**config.mk**
```make
export PLATFORM = sky130hd
export DESIGN_NAME = rv32i_mc_ctrl
export DESIGN_NICKNAME = d
export VERILOG_FILES = /design/src/rtl/rv32i_ctrl_pkg.sv /design/src/rtl/rv32i_alu_dec.sv /design/src/rtl/rv32i_mc_ctrl.sv
export SDC_FILE = /design/constraint.sdc
export NUM_CORES = 1
export LEC_CHECK = 0
export ABC_CLOCK_PERIOD_IN_PS = 1700
export CORE_UTILIZATION = 31
export CTS_CLUSTER_DIAMETER = 40
export DETAILED_ROUTE_END_ITERATION = 8
export PLACE_DENSITY = 0.77
export SLEW_MARGIN = 15
export SYNTH_ARGS = -nofsm -noshare
export SYNTH_HDL_FRONTEND = slang
export SYNTH_SLANG_ARGS = --single-unit
```
**constraint.sdc**
```tcl
create_clock -name clk -period 1.7 [get_ports clk]
set_input_delay 0.34 -clock clk [delete_from_list [all_inputs] [get_ports clk]]
set_output_delay 0.34 -clock clk [all_outputs]
set_load 0.01 [all_outputs]
```
**src/rtl/rv32i_ctrl_pkg.sv**
```systemverilog
// Shared encodings for the RV32I multicycle sequencer: opcodes, ALU op codes,
// datapath select encodings, FSM states and trap causes.
package rv32i_ctrl_pkg;

    localparam logic [6:0] OP_R      = 7'b0110011;
    localparam logic [6:0] OP_I      = 7'b0010011;
    localparam logic [6:0] OP_LOAD   = 7'b0000011;
    localparam logic [6:0] OP_STORE  = 7'b0100011;
    localparam logic [6:0] OP_BRANCH = 7'b1100011;
    localparam logic [6:0] OP_JAL    = 7'b1101111;
    localparam logic [6:0] OP_JALR   = 7'b1100111;
    localparam logic [6:0] OP_LUI    = 7'b0110111;
    localparam logic [6:0] OP_AUIPC  = 7'b0010111;

    localparam logic [4:0] ALU_ADD  = 5'b00000;
    localparam logic [4:0] ALU_SUB  = 5'b00001;
    localparam logic [4:0] ALU_AND  = 5'b00010;
    localparam logic [4:0] ALU_OR   = 5'b00011;
    localparam logic [4:0] ALU_XOR  = 5'b00100;
    localparam logic [4:0] ALU_SLL  = 5'b00101;
    localparam logic [4:0] ALU_SRL  = 5'b00110;
    localparam logic [4:0] ALU_SRA  = 5'b00111;
    localparam logic [4:0] ALU_SLT  = 5'b01000;
    localparam logic [4:0] ALU_SLTU = 5'b01001;

    localparam logic [2:0] IMM_I = 3'b000;
    localparam logic [2:0] IMM_S = 3'b001;
    localparam logic [2:0] IMM_B = 3'b010;
    localparam logic [2:0] IMM_U = 3'b011;
    localparam logic [2:0] IMM_J = 3'b100;

    localparam logic [1:0] PCSRC_PC4    = 2'b00;
    localparam logic [1:0] PCSRC_TARGET = 2'b01;
    localparam logic [1:0] PCSRC_ALU    = 2'b10;

    localparam logic [1:0] RES_ALU  = 2'b00;
    localparam logic [1:0] RES_LOAD = 2'b01;
    localparam logic [1:0] RES_PC4  = 2'b10;

    localparam logic [1:0] SRCA_RS1  = 2'b00;
    localparam logic [1:0] SRCA_PC   = 2'b01;
    localparam logic [1:0] SRCA_ZERO = 2'b10;

    localparam logic [1:0] CAUSE_NONE    = 2'b00;
    localparam logic [1:0] CAUSE_ILLEGAL = 2'b01;
    localparam logic [1:0] CAUSE_TIMEOUT = 2'b10;

    typedef enum logic [2:0] {
        ST_FETCH,
        ST_DECODE,
        ST_EXEC,
        ST_MEM,
        ST_TRAP
    } state_e;

    // ALU_CLS_ADD covers every op that only needs an address/offset sum.
    typedef enum logic [1:0] {
        ALU_CLS_ADD,
        ALU_CLS_SUB,
        ALU_CLS_R,
        ALU_CLS_I
    } alu_cls_e;

    function automatic logic is_legal_op(input logic [6:0] op);
        case (op)
            OP_R, OP_I, OP_LOAD, OP_STORE, OP_BRANCH,
            OP_JAL, OP_JALR, OP_LUI, OP_AUIPC: is_legal_op = 1'b1;
            default:                           is_legal_op = 1'b0;
        endcase
    endfunction

    // Flags are {N,Z,C,V}; C=1 means no borrow on SUB.
    function automatic logic branch_taken(input logic [2:0] funct3, input logic [3:0] flags);
        case (funct3)
            3'b000:  branch_taken = flags[2];
            3'b001:  branch_taken = ~flags[2];
            3'b100:  branch_taken = flags[3] ^ flags[0];
            3'b101:  branch_taken = ~(flags[3] ^ flags[0]);
            3'b110:  branch_taken = ~flags[1];
            3'b111:  branch_taken = flags[1];
            default: branch_taken = 1'b0;
        endcase
    endfunction

endpackage

```
**src/rtl/rv32i_alu_dec.sv**
```systemverilog
// Combinational ALU op decoder: maps opcode class, funct3 and funct7[5]
// to the ALUControl code.
module rv32i_alu_dec
    import rv32i_ctrl_pkg::*;
(
    input  alu_cls_e   i_cls,
    input  logic [2:0] i_funct3,
    input  logic       i_funct7b5,
    output logic [4:0] o_alu_ctrl
);

    always_comb begin
        o_alu_ctrl = ALU_ADD;
        case (i_cls)
            ALU_CLS_ADD: o_alu_ctrl = ALU_ADD;
            ALU_CLS_SUB: o_alu_ctrl = ALU_SUB;
            default: begin
                case (i_funct3)
                    // funct7[5] is part of the immediate for ADDI, so only R-type subtracts
                    3'b000:  o_alu_ctrl = (i_cls == ALU_CLS_R && i_funct7b5) ? ALU_SUB : ALU_ADD;
                    3'b001:  o_alu_ctrl = ALU_SLL;
                    3'b010:  o_alu_ctrl = ALU_SLT;
                    3'b011:  o_alu_ctrl = ALU_SLTU;
                    3'b100:  o_alu_ctrl = ALU_XOR;
                    3'b101:  o_alu_ctrl = i_funct7b5 ? ALU_SRA : ALU_SRL;
                    3'b110:  o_alu_ctrl = ALU_OR;
                    default: o_alu_ctrl = ALU_AND;
                endcase
            end
        endcase
    end

endmodule

```
**src/rtl/rv32i_mc_ctrl.sv**
```systemverilog
// Multicycle RV32I sequencer with dmem ready handshake and sticky trap.
// Define RV32I_CTRL_PERF_EN to build the retired-instruction counter.
module rv32i_mc_ctrl
    import rv32i_ctrl_pkg::*;
#(
    parameter int MEM_TIMEOUT = 16,
    parameter int CNT_W       = 5
) (
    input  logic        clk,
    input  logic        rst,
    input  logic [31:0] Instr,
    input  logic [3:0]  nzcv,
    input  logic        mem_ready,
    output logic        IRWrite,
    output logic        PCWrite,
    output logic        RegWrite,
    output logic        MemWrite,
    output logic        mem_req,
    output logic [1:0]  PCSrc,
    output logic [1:0]  ResultSrc,
    output logic [1:0]  ALUSrcA,
    output logic        ALUSrcB,
    output logic [2:0]  ImmSrc,
    output logic [4:0]  ALUControl,
    output logic        trap,
    output logic [1:0]  trap_cause,
    output logic [31:0] instret
);

    state_e           r_state;
    logic [CNT_W-1:0] r_cnt;
    logic             r_trap;
    logic [1:0]       r_cause;

    logic [6:0] w_opcode;
    logic [2:0] w_funct3;
    logic       w_funct7b5;
    logic       w_is_load;
    logic       w_is_store;
    logic       w_legal;
    logic       w_mem_timeout;
    logic [4:0] w_alu_ctrl;
    alu_cls_e   w_cls;
    logic       w_unused;

    assign w_opcode   = Instr[6:0];
    assign w_funct3   = Instr[14:12];
    assign w_funct7b5 = Instr[30];
    assign w_unused   = &{1'b0, Instr[31], Instr[29:15], Instr[11:7]};
    assign w_is_load  = (w_opcode == OP_LOAD);
    assign w_is_store = (w_opcode == OP_STORE);

    // Branch funct3 010/011 are unassigned encodings and trap like a bad opcode.
    assign w_legal = is_legal_op(w_opcode) &&
                     !(w_opcode == OP_BRANCH && w_funct3[2:1] == 2'b01);

    assign w_mem_timeout = !mem_ready && (r_cnt == CNT_W'(MEM_TIMEOUT - 1));

    always_comb begin
        w_cls = ALU_CLS_ADD;
        case (w_opcode)
            OP_R:      w_cls = ALU_CLS_R;
            OP_I:      w_cls = ALU_CLS_I;
            OP_BRANCH: w_cls = ALU_CLS_SUB;
            default:   w_cls = ALU_CLS_ADD;
        endcase
    end

    rv32i_alu_dec u_alu_dec (
        .i_cls      (w_cls),
        .i_funct3   (w_funct3),
        .i_funct7b5 (w_funct7b5),
        .o_alu_ctrl (w_alu_ctrl)
    );

    always_ff @(posedge clk) begin
        if (rst) begin
            r_state <= ST_FETCH;
            r_cnt   <= '0;
            r_trap  <= 1'b0;
            r_cause <= CAUSE_NONE;
        end else begin
            case (r_state)
                ST_FETCH: r_state <= ST_DECODE;
                ST_DECODE: begin
                    if (w_legal) begin
                        r_state <= ST_EXEC;
                    end else begin
                        r_state <= ST_TRAP;
                        r_trap  <= 1'b1;
                        r_cause <= CAUSE_ILLEGAL;
                    end
                end
                ST_EXEC: begin
                    r_cnt   <= '0;
                    r_state <= (w_is_load || w_is_store) ? ST_MEM : ST_FETCH;
                end
                ST_MEM: begin
                    if (mem_ready) begin
                        r_state <= ST_FETCH;
                        r_cnt   <= '0;
                    end else begin
                        r_cnt <= r_cnt + 1'b1;
                        if (w_mem_timeout) begin
                            r_state <= ST_TRAP;
                            r_trap  <= 1'b1;
                            r_cause <= CAUSE_TIMEOUT;
                        end
                    end
                end
                ST_TRAP: r_state <= ST_TRAP;
                default: r_state <= ST_FETCH;
            endcase
        end
    end

    // Strobes and selects; everything is forced to zero while rst is high.
    always_comb begin
        IRWrite    = 1'b0;
        PCWrite    = 1'b0;
        RegWrite   = 1'b0;
        MemWrite   = 1'b0;
        mem_req    = 1'b0;
        PCSrc      = PCSRC_PC4;
        ResultSrc  = RES_ALU;
        ALUSrcA    = SRCA_RS1;
        ALUSrcB    = 1'b0;
        ImmSrc     = IMM_I;
        ALUControl = ALU_ADD;
        if (!rst) begin
            case (r_state)
                ST_FETCH: IRWrite = 1'b1;
                ST_EXEC: begin
                    ALUControl = w_alu_ctrl;
                    case (w_opcode)
                        OP_R: begin
                            RegWrite = 1'b1;
                            PCWrite  = 1'b1;
                        end
                        OP_I: begin
                            ALUSrcB  = 1'b1;
                            RegWrite = 1'b1;
                            PCWrite  = 1'b1;
                        end
                        OP_LUI, OP_AUIPC: begin
                            ALUSrcA  = (w_opcode == OP_LUI) ? SRCA_ZERO : SRCA_PC;
                            ALUSrcB  = 1'b1;
                            ImmSrc   = IMM_U;
                            RegWrite = 1'b1;
                            PCWrite  = 1'b1;
                        end
                        OP_JAL: begin
                            ImmSrc    = IMM_J;
                            PCSrc     = PCSRC_TARGET;
                            ResultSrc = RES_PC4;
                            RegWrite  = 1'b1;
                            PCWrite   = 1'b1;
                        end
                        OP_JALR: begin
                            ALUSrcB   = 1'b1;
                            PCSrc     = PCSRC_ALU;
                            ResultSrc = RES_PC4;
                            RegWrite  = 1'b1;
                            PCWrite   = 1'b1;
                        end
                        OP_BRANCH: begin
                            ImmSrc  = IMM_B;
                            PCWrite = 1'b1;
                            PCSrc   = branch_taken(w_funct3, nzcv) ? PCSRC_TARGET : PCSRC_PC4;
                        end
                        OP_LOAD, OP_STORE: begin
                            ALUSrcB = 1'b1;
                            ImmSrc  = w_is_store ? IMM_S : IMM_I;
                        end
                        default: ;
                    endcase
                end
                ST_MEM: begin
                    ALUControl = w_alu_ctrl;
                    ALUSrcB    = 1'b1;
                    ImmSrc     = w_is_store ? IMM_S : IMM_I;
                    mem_req    = 1'b1;
                    MemWrite   = w_is_store;
                    if (mem_ready) begin
                        PCWrite = 1'b1;
                        if (w_is_load) begin
                            RegWrite  = 1'b1;
                            ResultSrc = RES_LOAD;
                        end
                    end
                end
                default: ;
            endcase
        end
    end

    assign trap       = r_trap;
    assign trap_cause = r_cause;

`ifdef RV32I_CTRL_PERF_EN
    logic [31:0] r_instret;

    // PCWrite fires exactly once per retired instruction and never in TRAP.
    always_ff @(posedge clk) begin
        if (rst) begin
            r_instret <= '0;
        end else if (PCWrite) begin
            r_instret <= r_instret + 32'd1;
        end
    end

    assign instret = r_instret;
`else
    assign instret = '0;
`endif

endmodule
```
==> results <==
registers in the layout, summed over array words and instances (netlist names):
register    count
r_cnt           5
r_state         3
trap_cause      2
trap            1
path summary, 6_finish.rpt:
check,start,to,slack [ps]
max reg2reg,r_cnt[0]$_SDFFE_PP0N_,r_state[2]$_SDFFE_PP0P_,160
min,rst,r_state[0]$_SDFFE_PP0P_,420
max,Instr[2],ImmSrc[0],-180
min reg2reg,trap_cause[0]$_SDFFE_PP0P_,trap_cause[0]$_SDFFE_PP0P_,480
worst max-delay path, delay by kind of cell:
family / cells / cell delay (ps)
buffers and inverters: 4 / 460
AND/OR/NAND/NOR: 3 / 620
AO/OA/AOI/OAI: 1 / 120
repair_timing:
item                                    CTS  global route
buffers inserted                         13             7
pin swaps                                24            12
endpoints found under the setup margin   22            22
resized for setup                       156            31
report_power, final:
group / total [mW] / internal [mW] / switching, mW
clock network: 0.261 / 0.161 / 0.0998
registers: 0.286 / 0.271 / 0.0154
logic: 0.335 / 0.160 / 0.176
total: 0.882 / 0.592 / 0.291
per-stage QoR:
stage	utilization	hold slack, ps
6_report	0.574	419
5_1_grt	0.574	431
4_1_cts	0.539	415
3_5_place_dp	0.488	466
3_3_place_gp	0.488	463
2_1_floorplan	-	419
area by class of cell:
| class | count | area (sq um) | area share |
|---|---|---|---|
| multi-input cells | 136 | 1050 | 0.481 |
| repair buffers | 100 | 773 | 0.355 |
| clock inverters | 1 | 5.00 | 0.00229 |
| inverters | 6 | 22.5 | 0.0103 |
| well taps | 48 | 60.1 | 0.0275 |
| flip-flops and latches | 11 | 229 | 0.105 |
| clock buffers | 3 | 41.3 | 0.0189 |
cells in the final DEF, fill, tap and decap left out, types with 2 or more instances in the layout:
cell type / netlist / layout
nor2_1: 14 / 11
clkbuf_8: 1 / 3
buf_4: 34 / 51
nor2b_1: 4 / 2
a311oi_1: 2 / 2
a21oi_1: 8 / 7
a31oi_1: 2 / 2
nor2_2: 0 / 2
conb_1: 1 / 33
nand3_1: 4 / 3
o31ai_1: 2 / 2
inv_1: 6 / 5
nand2_1: 8 / 4
dlygate4sd2_1: 0 / 4
o22a_1: 2 / 2
dfxtp_4: 0 / 2
nor4_4: 0 / 3
buf_2: 3 / 21
clkbuf_2: 0 / 2
dfxtp_1: 11 / 8
buf_6: 2 / 16
clkdlybuf4s50_1: 0 / 6
nor3_4: 0 / 3
nor3_2: 0 / 3
and2_4: 0 / 3
a22oi_1: 3 / 2
o21ai_0: 3 / 2
nand2_2: 0 / 3
nand2b_1: 4 / 4
logic make-up after synthesis:
logic type	after synthesis	share of synthesized area
AND/OR/NAND/NOR	64	0.317
buffers and inverters	47	0.262
AO/OA/AOI/OAI	33	0.185
flip-flops	11	0.174
XOR/XNOR	3	0.0316
adder cells (fa/ha/maj)	2	0.0197
other	1	0.00296
multiplexers	1	0.00789
per-layer routing:
layer	global-route usage	vias up	part of all wire
met5	0	-	0
met4	0.0452	0	0.017
met3	0.0397	11	0.067
met2	0.316	76	0.51
met1	0.208	689	0.40
li1	-	703	-
==> impl_metrics.env <==
export IMPL_clock_path_buffers=2
export IMPL_synth_seq_cells=11
export IMPL_place_port_buffers=39
export IMPL_violations="setup timing"
export IMPL_htreeDepth=1
export IMPL_period_share=1.11
export IMPL_vdd_drop_max_uv=363
export IMPL_tns_ps=-1420
export IMPL_clock_latency_ps=240
export IMPL_fp_dieH_um=66.0
export IMPL_worst_r2r_cell_count=7
export IMPL_nets=299
export IMPL_setup_viol=15
export IMPL_drive_gt1_frac=0.521
export IMPL_overflow=0
export IMPL_viasPerCell=4.85
export IMPL_start_util=0.334
export IMPL_first_global_vias=1347
export IMPL_grt_pass1_wl_um=5990
export IMPL_required_ps=1360
export IMPL_synth_edf_count=0
export IMPL_drv_cap=0
export IMPL_gp_congestion=0.940
export IMPL_place_area_sq_mm=0.00185
export IMPL_drv_slew=0
export IMPL_cts_root_buf="clkbuf_8"
export IMPL_post_route_drc_count=0
export IMPL_synth_top_area_frac=0.201
export IMPL_post_dp_hpwl_um=2650
export IMPL_cp_max_fo=5
export IMPL_nFillCells=323
export IMPL_numCtsBuffers=3
export IMPL_core_sq_mm=0.00380
export IMPL_rsz0062_at_grt="true"
export IMPL_syn_area_per_cell_sq_um=7.83
export IMPL_hold_viol_final=0
export IMPL_start_kind="primary input"
export IMPL_leakage_nw=1.08
export IMPL_cp_data_arrival_time_ps=1540
export IMPL_numPlacedInstances=283
export IMPL_clk_pin_slew_ps=50
export IMPL_avgRoutedWirePerCell_um=13.8
export IMPL_first_iter_violations=85
export IMPL_worstHoldPathType="in -> reg"
export IMPL_hold_depth=2
export IMPL_synth_top_flop_cell="dfxtp_1"
export IMPL_dr_pass1_iters=4
export IMPL_critPathSlowestCell="nand4bb_4"
export IMPL_io_pins=94
export IMPL_yosysWarnings=0
export IMPL_async_flop_share=0
export IMPL_clock_sinks=11
export IMPL_n_antenna_cell=0
export IMPL_slowest_delay_ps=280
export IMPL_synth_seq_area_share=0.174
export IMPL_yosysMostFrequentCell="buf_4"
export IMPL_layout_setup_ws_ps=-182
export IMPL_wirelength_um=4210
export IMPL_synth_cells=162
export IMPL_cts_tree="built"
export IMPL_synth_largest_area_cell="buf_4"
export IMPL_finalPower_mw=0.882
export IMPL_end_kind="primary output"
export IMPL_power_density_mw_per_mm2=405
export IMPL_status="complete, but fails checks"
export IMPL_criticalPathCategory="in -> out"
export IMPL_vias=1479
export IMPL_fmax_ghz=0.531
export IMPL_antenna_left=0
export IMPL_rows=22
export IMPL_syn_to_final_growth_pct=71.9
export IMPL_ys_types=52
export IMPL_grt_start_max_net_pins=10
export IMPL_path_cells="buf_6 -> nand4bb_4 -> buf_6 -> nor4_4 -> and2_4 -> buf_6 -> o22a_1 -> buf_2"
export IMPL_fin_worst_skew_ps=1.78
export IMPL_ys_top_cells_by_area="buf_4 20%, dfxtp_1 17%, nor2_1 4.1%"
export IMPL_antenna_found_initial=0
export IMPL_place_ws_ps=-956
export IMPL_dieArea_sq_mm=0.00435
export IMPL_fin_crit_ps=1880
export IMPL_final_cells=305
export IMPL_syn_area_sq_mm=0.00127
export IMPL_crit_path_frequent_cell="buf_6"
export IMPL_stdcell_area_sq_mm=0.00218
export IMPL_die_x_um=66.0
export IMPL_grt_total_usage=0.176
export IMPL_synthTopCellsByCount="34 x buf_4, 14 x nor2_1, 11 x dfxtp_1"
export IMPL_hold_buffers=0
No activity file was read; power rests on OpenSTA's default activity.
